`src/rtl/clock_pkg.sv`:
```
// Shared constants for the panel clock design: 100 MHz cycle counts, repeat-FSM
// state encoding and the bit positions of the panel inputs.
package clock_pkg;

  localparam int DEF_DB_CYCLES    = 1_000_000;
  localparam int DEF_REPEAT_DELAY = 50_000_000;
  localparam int DEF_REPEAT_RATE  = 10_000_000;
  localparam logic [7:0] DEF_REPEAT_MASK = 8'b0000_1100;

  localparam int S1_IDX  = 0;
  localparam int S2_IDX  = 1;
  localparam int S3_IDX  = 2;
  localparam int S4_IDX  = 3;
  localparam int S5_IDX  = 4;
  localparam int S6_IDX  = 5;
  localparam int S7_IDX  = 6;
  localparam int PB1_IDX = 7;

  typedef enum logic [1:0] {
    IDLE   = 2'd0,
    DELAY  = 2'd1,
    REPEAT = 2'd2
  } rpt_state_e;

  // Width of a counter that must hold values 0..max_count-1 (never narrower than 1 bit).
  function automatic int cnt_width(input int max_count);
    if (max_count > 1) return $clog2(max_count);
    return 1;
  endfunction

endpackage

```
`src/rtl/debounce_cell.sv`:
```
// One input line: two-flop synchroniser, stable-count debouncer and registered
// press/release pulses that coincide with the first cycle of the new level.
module debounce_cell
  import clock_pkg::*;
#(
  parameter int DB_CYCLES = DEF_DB_CYCLES
) (
  input  logic clk,
  input  logic rst,
  input  logic raw_in,
  output logic level_out,
  output logic press_pulse,
  output logic release_pulse
);

  localparam int DW = cnt_width(DB_CYCLES);
  localparam logic [DW-1:0] DB_LAST = DW'(DB_CYCLES - 1);

  logic [1:0]    sync_q, sync_d;
  logic [DW-1:0] cnt_q, cnt_d;
  logic          level_q, level_d;
  logic          press_q, press_d;
  logic          release_q, release_d;
  logic          s;

  assign s = sync_q[1];

  always_comb begin
    sync_d    = {sync_q[0], raw_in};
    cnt_d     = cnt_q;
    level_d   = level_q;
    // Any sample agreeing with the current level restarts the stability count.
    if (s == level_q) begin
      cnt_d = '0;
    end else if (cnt_q == DB_LAST) begin
      level_d = s;
      cnt_d   = '0;
    end else begin
      cnt_d = cnt_q + 1'b1;
    end
    press_d   = level_d & ~level_q;
    release_d = ~level_d & level_q;
  end

  always_ff @(posedge clk or negedge rst) begin
    if (!rst) begin
      sync_q    <= '0;
      cnt_q     <= '0;
      level_q   <= 1'b0;
      press_q   <= 1'b0;
      release_q <= 1'b0;
    end else begin
      sync_q    <= sync_d;
      cnt_q     <= cnt_d;
      level_q   <= level_d;
      press_q   <= press_d;
      release_q <= release_d;
    end
  end

  assign level_out     = level_q;
  assign press_pulse   = press_q;
  assign release_pulse = release_q;

endmodule

```
`src/rtl/input_conditioner.sv`:
```
// Panel input front end: per-line debounce cells plus an auto-repeat FSM on the
// lines selected by REPEAT_MASK; unselected lines repeat only their press pulse.
module input_conditioner
  import clock_pkg::*;
#(
  parameter int N_IN         = 8,
  parameter int DB_CYCLES    = DEF_DB_CYCLES,
  parameter int REPEAT_DELAY = DEF_REPEAT_DELAY,
  parameter int REPEAT_RATE  = DEF_REPEAT_RATE,
  parameter logic [N_IN-1:0] REPEAT_MASK = DEF_REPEAT_MASK
) (
  input  logic            clk,
  input  logic            rst,
  input  logic [N_IN-1:0] raw_in,
  output logic [N_IN-1:0] level_out,
  output logic [N_IN-1:0] press_pulse,
  output logic [N_IN-1:0] release_pulse,
  output logic [N_IN-1:0] repeat_pulse
);

  localparam int RW = cnt_width((REPEAT_DELAY > REPEAT_RATE) ? REPEAT_DELAY : REPEAT_RATE);
  localparam logic [RW-1:0] RD_LAST = RW'(REPEAT_DELAY - 1);
  localparam logic [RW-1:0] RR_LAST = RW'(REPEAT_RATE - 1);

  for (genvar i = 0; i < N_IN; i++) begin : g_line

    debounce_cell #(
      .DB_CYCLES(DB_CYCLES)
    ) u_cell (
      .clk          (clk),
      .rst          (rst),
      .raw_in       (raw_in[i]),
      .level_out    (level_out[i]),
      .press_pulse  (press_pulse[i]),
      .release_pulse(release_pulse[i])
    );

    if (REPEAT_MASK[i]) begin : g_rpt
      rpt_state_e    state_q, state_d;
      logic [RW-1:0] cnt_q, cnt_d;
      logic          rpt_d;

      // A released line always wins over a due repeat, so no pulse trails the release.
      always_comb begin
        state_d = state_q;
        cnt_d   = cnt_q;
        rpt_d   = 1'b0;
        case (state_q)
          IDLE: begin
            if (press_pulse[i]) begin
              rpt_d   = 1'b1;
              cnt_d   = '0;
              state_d = DELAY;
            end
          end
          DELAY: begin
            if (!level_out[i]) begin
              cnt_d   = '0;
              state_d = IDLE;
            end else if (cnt_q == RD_LAST) begin
              rpt_d   = 1'b1;
              cnt_d   = '0;
              state_d = REPEAT;
            end else begin
              cnt_d = cnt_q + 1'b1;
            end
          end
          REPEAT: begin
            if (!level_out[i]) begin
              cnt_d   = '0;
              state_d = IDLE;
            end else if (cnt_q == RR_LAST) begin
              rpt_d = 1'b1;
              cnt_d = '0;
            end else begin
              cnt_d = cnt_q + 1'b1;
            end
          end
          default: begin
            cnt_d   = '0;
            state_d = IDLE;
          end
        endcase
      end

      always_ff @(posedge clk or negedge rst) begin
        if (!rst) begin
          state_q <= IDLE;
          cnt_q   <= '0;
        end else begin
          state_q <= state_d;
          cnt_q   <= cnt_d;
        end
      end

      assign repeat_pulse[i] = rpt_d;
    end else begin : g_direct
      assign repeat_pulse[i] = press_pulse[i];
    end

  end

endmodule

```
`config.mk`:
```
export PLATFORM = sky130hd
export DESIGN_NAME = input_conditioner
export DESIGN_NICKNAME = d
export VERILOG_FILES = /design/src/rtl/clock_pkg.sv /design/src/rtl/debounce_cell.sv /design/src/rtl/input_conditioner.sv
export SDC_FILE = /design/constraint.sdc
export NUM_CORES = 1
export LEC_CHECK = 0
export ABC_AREA = 1
export CORE_MARGIN = 3
export CORE_UTILIZATION = 55
export CTS_CLUSTER_DIAMETER = 120
export DETAILED_ROUTE_END_ITERATION = 12
export GPL_TIMING_DRIVEN = 0
export PLACE_DENSITY = 0.75
export SYNTH_ARGS = -nofsm -noshare
export SYNTH_HDL_FRONTEND = slang
export SYNTH_SLANG_ARGS = --single-unit
```
`constraint.sdc`:
```
create_clock -name clk -period 1.5 [get_ports clk]
set_input_delay 0.225 -clock clk [delete_from_list [all_inputs] [get_ports clk]]
set_output_delay 0.225 -clock clk [all_outputs]
set_load 0.05 [all_outputs]
```
* Yosys cells after proc, flatten, opt, wreduce, memory -nomap -nowiden
Cells that the tools add are included.
** Storage, ports and cells
- Input port bits :: 10
- Flip-flop bits (word level) :: 256
** Operators by class
- Equality and inequality tests :: 30
- Add/sub/neg operators :: 10
- Bitwise gates (word level) :: 32
- Reduce and logical (&&, ||, !) cells :: 4
- Multiplexer cells :: 66
** Operators with widths (number)
- 20-bit two-way mux :: 16
- 26-bit two-way mux :: 10
- 20-bit by 1-bit adder with 20-bit output, second input constant :: 8
- 20-bit equality test, second input constant :: 8
- 26-bit case mux with 3 select lines :: 2
- 26-bit by 1-bit adder with 26-bit output, second input constant :: 2
- 26-bit by 24-bit equality test with 1-bit output, second input constant :: 2
- 26-bit equality test, second input constant :: 2
- 1-bit two-way mux :: 26
- 1-bit bitwise AND :: 16
- 2-bit two-way mux :: 8
- 1-bit NOT :: 16
- 2-bit case mux with 3 select lines :: 2
- 1-bit equality test :: 8
- 3-bit != test, second input constant :: 2
- 1-bit case mux with 3 select lines :: 2
- 3-bit AND reduction :: 2
- 2-bit by 1-bit equality test with 1-bit output, second input constant :: 2
- 2-bit equality test, second input constant :: 2
- 2-bit zero test :: 2
- 2-bit by 1-bit != test with 1-bit output, second input constant :: 2
- 2-bit != test, second input constant :: 2

* Longest topological paths before layout
Gate-level depths: netlist of the first run.
- Depth in word-level cells :: 5
- Depth in mapped cells :: 11
- Depth with buffers taken out :: 11

* Hierarchy
From an unflattened synthesis of the first run, not the netlist that was laid out.
** Unflattened totals
- Cell total of the unflattened synthesis :: 2004
- Area total of the unflattened synthesis :: 15526.1 sq um
** Modules (own cells, without submodules)
- debounce_cell :: instances 8, area each 1416.4 sq um, cells each 170, seq. area each 625.6 sq um
- input_conditioner :: instances 1, area each 4195.3 sq um, cells each 644, seq. area each 1401.3 sq um

* Worst setup path before layout of the first run
No wires, ideal clock.
- Path kind :: register to output
- From :: reg g_line[2].g_rpt.cnt_q[0]
- To :: out repeat_pulse[2]
- Data required time :: 1275 ps
- Cell stages (with the launch flop) :: 11
- Data arrival time :: 1455 ps
- Path slack :: -180 ps
- Path through :: dfrtp_1 -> ha_1 -> nand2_2 -> nor2_2 -> nand2_1 -> nor2_1 -> nand3_1 -> nand2_1 -> nand3_1 -> a21oi_1 -> buf_4
** On the way
- Longest elaborated chain between the ends :: 4
- Elaborated cells on any way between the ends :: 7
- Those cells by class :: eq/ne: 2; mux: 5
** Ends and longest elaborated chain
- start, declared :: RTL line input_conditioner.sv:40 : logic [RW-1:0] cnt_q, cnt_d;
- start signal, assigned :: RTL line input_conditioner.sv:92 : cnt_q <= cnt_d;
- 26-bit by 24-bit equality test with 1-bit output / 26-bit equality test (equally long branches) :: RTL line input_conditioner.sv:72, input_conditioner.sv:60
- 1-bit two-way mux, on equally long branches :: RTL line input_conditioner.sv:72, input_conditioner.sv:60
- 1-bit two-way mux, on equally long branches :: RTL line input_conditioner.sv:69, input_conditioner.sv:57
- 1-bit case mux with 3 select lines (*) :: RTL line input_conditioner.sv:48 : case (state_q)
- end, declared :: RTL line input_conditioner.sv:18 : output logic [N_IN-1:0] repeat_pulse
Every way passes the cells marked *; elsewhere a longest branch is shown, timed or not.

* Worst setup path in the final report of the first run
- From :: reg g_line[2].g_rpt.cnt_q[11]
- To :: out repeat_pulse[2]
Same word-level chain as after synthesis.

==> results by group, run 1 <==
Worst setup path
  • Setup crit end kind: output port
  • Crit path launch: g_line[2].g_rpt.cnt_q[11]
  • Crit-path slowest cell: dfrtp_2
  • Worst Path Buf+Inv: 1
  • Worst r2r dst: g_line[2].g_rpt.cnt_q[7]
  • Critical Path RT: 1.27 ns
  • R2R Setup Slk: -0.60 ns
  • Startpoint Class: flip-flop
  • CP arrival: 2.24 ns
  • R2R cell count: 12
  • Cell Chain, Critical Path: nor2_1, nand3_1, nor2_1, nand3_2, nand2_1, nand3_2, a21oi_2, buf_8
  • RR Startpoint: g_line[2].g_rpt.cnt_q[11]
  • WS Path Type: flip-flop to output port
  • CP top delay family: simple AND/OR/NAND/NOR gates
  • Worst-path maximum fanout: 6
  • Slowest stage delay, CP: 0.46 ns

Finish
  • Final Net Count: 2121
  • Register area: 6430 sq um
  • Multi-input gate area: 8330 sq um
  • Most common cell after layout, fill and taps aside: nand2_1
  • Layout cells sized above 1: 0.342
  • Antenna diodes: 0
  • Commonest non-fill, non-tap cells in the layout: nand2_1 (361), nor2_1 (238), dfrtp_1 (236)
  • Final instance area: 19600 sq um
  • FILL cells: 1450
  • Final Core Density: 0.798
  • Synth-to-Final Area Change: 40.9%

Routing
  • First-pass DRT Iterations: 6
  • Drt drc: 0
  • Antenna-violating nets left: 0
  • Wirelength per Cell: 16.1 um
  • Via/cell ratio: 5.59
  • Total number of vias: 13638
  • Routed WL: 39400 um
  • Initial DRC Count: 1227

Clock network
  • CTS root buf: clkbuf_16
  • Clock Latency Late Sink: 0.56 ns
  • H-tree Lvls: 1
  • CTS tree: done
  • Clk sink count: 256
  • Worst-path clk slew: 0.06 ns
  • Maximum buffer depth of the clock tree: 3
  • Total clock buffers created by CTS: 29

Logic synthesis
  • Count of cell types in the netlist: 35
  • Share of the synthesized area in the top cell type: 0.460
  • Largest family of logic cells by synthesized area: simple AND/OR/NAND/NOR gates
  • Post-synth EDFFs: 0
  • Largest area contributor in the netlist: dfrtp_1
  • Synth Flop Type: dfrtp_1
  • Mux share of post-synthesis cell area: 0
  • Simple-Gate Fraction of Synth Area: 0.344
  • Synth Cell Area: 13900 sq um
  • Compound-Gate Fraction of Synth Area: 0.0501
  • Cells after synthesis: 1844
  • Asr flop ratio synth: 1.00
  • Adder-Cell Fraction of Synth Area: 0.0162
  • Avg Inst Size Synth: 7.55 sq um
  • Syn_nets: 1872
  • Seq cells post-synth: 256
  • Yosys warns: 0
  • Area contributors post-synth: dfrtp_1 (46%), nand2_1 (11%), nor2_1 (9.1%)
  • Sequential area share after synthesis: 0.460
  • XOR/XNOR Fraction of Synth Area: 0.0434

Placement
  • # port buffers: 41
  • Placed cell area: 14900 sq um
  • DP HPWL: 20100 um
  • GPL Wtd Cong: 0.939

Run status
  • Violated checks: hold timing, setup timing
  • Status: complete, but fails checks

Global route
  • GRT Resource Usage Total: 0.254
  • Grt total ovfl: 0
  • First-pass GRT wire length: 58100 um
  • Largest net degree at the start of global routing: 99
  • Initial antenna violation count: 0
  • Vias in the first global route: 12883

STA
  • Tcrit/Tclk final: 1.64
  • Unrepaired setup endpoints after global routing: true
  • Max Clk Rate: 406 MHz
  • Worst hold slack: -0.345 ns
  • Final Critical Period: 2.46 ns
  • Worst slew margin: 0.490
  • Final Setup Violations: 171
  • Worst slew pin tran: 0.765 ns
  • Final Hold Fails: 97
  • Clock Skew: 0.0142 ns
  • Slew Limit Fails: 0
  • PnR worst setup slack: -0.963 ns

Flow run
  • Max Cap Violations: 0

Power and ir drop
  • Power density over the cells: 770 nW/um^2
  • Total power: 0.0151 W
  • Pleak: 8.66 nW
  • Maximum vdd drop: 0.000934 V

Floorplanning
  • # rows: 57
  • Num ports: 42
  • Total die area: 27300 sq um
  • CORE AREA: 24600 sq um
  • Initial Util: 0.566
  • Die Width: 165 um
  • Die height: 165 um

Hold path
  • Tightest Hold Check Type: input port to async pin
worst max-delay path by stage:
stage	to	slack [ns]	cells past startpoint
2_1_floorplan	repeat_pulse[2]	-0.15	10
4_1_cts	repeat_pulse[2]	-0.91	11
3_5_place_dp	repeat_pulse[2]	-1.08	11
6_report	repeat_pulse[2]	-0.96	8
5_1_grt	repeat_pulse[2]	-1.04	8
3_3_place_gp	g_line[4].u_cell.cnt_q[15]	-10.76	1
cell usage after synthesis (all sizes together) (6+ instances only):
cell	number
o21a	8
xnor2	21
nor3	95
inv	231
a211oi	6
xor2	48
dfrtp	256
buf	41
nor2	352
nand3b	18
nand2	425
ha	18
clkbuf	7
a21oi	71
nand3	152
o21ai	41
nor3b	7
nand4	31
state kept, by name, summed over array words and instances, names as in the netlist:
register and cells:
g_line.g_rpt.cnt_q 52, g_line.u_cell.sync_q 16, g_line.g_rpt.state_q 4, g_line.u_cell.level_out 8, g_line.u_cell.release_pulse 8, g_line.u_cell.press_pulse 8, g_line.u_cell.cnt_q 160
layer usage:
metal,vias to the layer above,share of wire,track usage
met1,6552,0.39,0.323
met2,564,0.52,0.446
li1,6351,-,-
met3,171,0.053,0.0354
met5,-,0,0
met4,0,0.043,0.0877
power by group:
group	total [W]	leakage (nW)	internal [W]	switching, W
sequential	0.00707	3.49	0.00698	0.0000916
clock	0.00730	0.492	0.00436	0.00293
combinational	0.000739	4.68	0.000311	0.000427
what timing repair did:
action	in CTS	in global routing
endpoints found under the setup margin	219	236
setup buffers	124	62
cloned	6	2
pin swaps	84	127
resized for setup	491	369
endpoints found under the hold margin	97	97
metrics by stage:
step	hold WS, ns	setup slack (ns)	setup TNS [ns]	instances
after floorplan	-0.0706	-0.150	-0.594	1844
after global placement	0.331	-10.76	-2778.06	2209
after detailed placement	0.302	-1.08	-48.90	2211
after CTS	-0.286	-0.914	-14.04	2391
after global routing	-0.272	-1.04	-47.92	2440
final	-0.345	-0.963	-29.95	2440
cell type report:
type	instances	share of cell area
buffer	41	0.0182
multi-input combinational	1310	0.425
tap	324	0.0207
inverter	231	0.0471
sequential	256	0.328
clock buffer	45	0.0446
timing repair buffer	224	0.111
clock inverter	9	0.00580
kinds of logic after synthesis:
group | Yosys count
compound gates | 131
xor+xnor | 69
fa+ha+maj | 18
buf+inv | 279
flops | 256
simple gates | 1091
(Power assumes the default switching activity.)
==> inputs of run 2 (changes only) <==
--- a/config.mk
+++ b/config.mk
@@ -6,6 +6,7 @@
 export NUM_CORES = 1
 export LEC_CHECK = 0
 export ABC_AREA = 1
+export CORE_ASPECT_RATIO = 0.5
 export CORE_MARGIN = 3
 export CORE_UTILIZATION = 55
 export CTS_CLUSTER_DIAMETER = 120
==> run 2 against run 1 <==
The flow still finishes with violations (hold timing, setup timing). Sequential cell count is the same. Setup slack improved by 0.079 ns. Hold slack worse by 0.075 ns. Combinational power shrank 2%. Clock power shrank 12%. Maximum frequency up 3.3%. Register-to-register slack better by 0.09 ns. Critical endpoint unchanged.
==> results by group, run 2 (same netlist as run 1, synthesis figures left out) <==
Clock network
  • Clk sink count: 256
  • Total clock buffers created by CTS: 24
  • H-tree Lvls: 1
  • Worst-path clk slew: 0.07 ns
  • Maximum buffer depth of the clock tree: 3
  • CTS root buf: clkbuf_16
  • CTS tree: done
  • CTS Hold Buffers Added: 3
  • Clock Latency Late Sink: 0.55 ns

Finish
  • Final Net Count: 2124
  • Most common cell after layout, fill and taps aside: nand2_1
  • Antenna diodes: 0
  • Top reg by flops: g_line.u_cell.cnt_q
  • Layout cells sized above 1: 0.339
  • Largest registers: g_line.u_cell.cnt_q (160), g_line.g_rpt.cnt_q (52), g_line.u_cell.sync_q (16)
  • Fin cells: 2448
  • Largest register FFs: 160
  • Synth-to-Final Area Change: 39.6%
  • Final Core Density: 0.796
  • Commonest non-fill, non-tap cells in the layout: nand2_1 (353), dfrtp_1 (249), nor2_1 (241)

STA
  • Unrepaired setup endpoints after global routing: true
  • Final Critical Period: 2.38 ns
  • Setup_tns: -34.83 ns
  • Final Setup Violations: 185
  • PnR worst setup slack: -0.885 ns
  • Worst slew margin: 0.542
  • Worst slew pin tran: 0.687 ns
  • Clock Skew: 0.0210 ns
  • Slew Limit Fails: 0
  • Max Clk Rate: 419 MHz
  • Final Hold Fails: 82
  • Worst hold slack: -0.421 ns
  • Tcrit/Tclk final: 1.59

Global route
  • First-pass GRT wire length: 56600 um
  • Vias in the first global route: 12368
  • GRT Resource Usage Total: 0.244
  • Grt total ovfl: 0
  • Largest net degree at the start of global routing: 125
  • Initial antenna violation count: 0

Placement
  • Post-placement cell count: 2223
  • GPL Wtd Cong: 0.916
  • # port buffers: 41
  • DP HPWL: 19700 um

Floorplanning
  • Initial Util: 0.570
  • Num ports: 42
  • Die height: 119 um
  • CORE AREA: 24400 sq um
  • # rows: 40
  • Die Width: 231 um
  • Total die area: 27400 sq um

Worst setup path
  • Worst-path maximum fanout: 2
  • Crit-path slowest cell: dfrtp_1
  • Startpoint Class: flip-flop
  • Slowest stage delay, CP: 0.35 ns
  • Setup crit end kind: output port
  • Critical Path RT: 1.27 ns
  • CP top delay family: simple AND/OR/NAND/NOR gates
  • Cell Chain, Critical Path: ha_2, nand2_4, nor2_4, nand2_2, nor2_4, nand3_2, nand2_1, nand3_2, a21oi_2, buf_8
  • Worst Path Buf+Inv: 1
  • WS Path Type: flip-flop to output port
  • CP arrival: 2.16 ns

Run status
  • Violated checks: hold timing, setup timing
  • Status: complete, but fails checks

Routing
  • Total number of vias: 13680
  • Initial DRC Count: 1198
  • Wirelength per Cell: 16.5 um
  • Routed WL: 40400 um
  • First-pass DRT Iterations: 6
  • Antenna-violating nets left: 0
  • Via/cell ratio: 5.59
  • Drt drc: 0

Power and ir drop
  • Total power: 0.0142 W
  • Maximum vdd drop: 0.000653 V
  • Power density over the cells: 730 nW/um^2
  • Clock network fraction of design power: 0.451
  • Sequential Power Share: 0.498
  • Pleak: 8.58 nW
  • Internal power: 0.0109 W
  • Combinational share of power: 0.051
  • Sw frac: 0.232
  • Net Switching: 0.00329 W

Flow run
  • Max Cap Violations: 0

Hold path
  • Tightest Hold Check Type: input port to async pin
-- run 2: area by class of cell --
type	count	area (sq um)
buffer	44	370
clock buffer	33	664
clock inverter	9	134
fill	1471	4980
inverter	231	927
multi-input combinational	1310	8320
sequential	256	6410
tap	336	420
timing repair buffer	229	2190
-- run 2: worst paths after layout --
kind                                             from                         end  slack (ns)  cells past startpoint
max                          g_line[2].g_rpt.cnt_q[1]             repeat_pulse[2]       -0.88                     10
min reg2reg                g_line[6].u_cell.sync_q[0]  g_line[6].u_cell.sync_q[1]        0.35                      0
max in group asynchronous                         rst  g_line[5].u_cell.level_out        0.52                      3
min                                               rst   g_line[7].u_cell.cnt_q[2]       -0.42                      1
min in group clk                            raw_in[4]  g_line[4].u_cell.sync_q[0]        0.11                      1
max reg2reg                  g_line[2].g_rpt.cnt_q[1]   g_line[2].g_rpt.cnt_q[17]       -0.51                     14
-- run 2: per-layer routing --
| metal | vias to the layer above | track usage | routed length (um) |
|---|---|---|---|
| li1 | 6352 | - | - |
| met1 | 6564 | 0.324 | 16300 |
| met2 | 604 | 0.421 | 20200 |
| met3 | 160 | 0.0383 | 2400 |
| met4 | 0 | 0.0603 | 1520 |
| met5 | - | 0 | 0 |
-- run 2: power groups by stage --
| stage | clock network (W) | logic, W | registers [W] |
|---|---|---|---|
| 2_1_floorplan | 0 | 0.000177 | 0.00715 |
| 3_3_place_gp | 0 | 0.000380 | 0.00717 |
| 3_5_place_dp | 0 | 0.000407 | 0.00716 |
| 4_1_cts | 0.00645 | 0.000583 | 0.00704 |
| 5_1_grt | 0.00677 | 0.000793 | 0.00707 |
| 6_report | 0.00640 | 0.000722 | 0.00706 |
-- run 2: timing repair --
item / in CTS / in global routing
hold endpoints to repair: 49 / 48
pin swaps: 89 / 137
resized for setup: 453 / 386
setup buffers: 132 / 57
setup endpoints to repair: 227 / 235
cloned: 7 / 0
-- run 2: through the flow --
stage / area [sq um] / worst slack, ns
3_5_place_dp: 14900 / -1.21
3_3_place_gp: 14800 / -10.66
6_report: 19400 / -0.885
2_1_floorplan: 14000 / -0.150
5_1_grt: 19400 / -1.05
4_1_cts: 17700 / -0.929
-- run 2: worst register-to-register path, stage by stage, from the launching register on --
cell,delay [ns]
dfrtp_1,0.35
ha_2,0.21
nand2_4,0.07
nor2_4,0.12
nand2_2,0.08
nor2_4,0.13
nand3_2,0.12
buf_4,0.15
buf_6,0.12
nand2_8,0.07
nand2_8,0.09
buf_12,0.14
buf_16,0.13
nand3_2,0.06
nand2_2,0.04
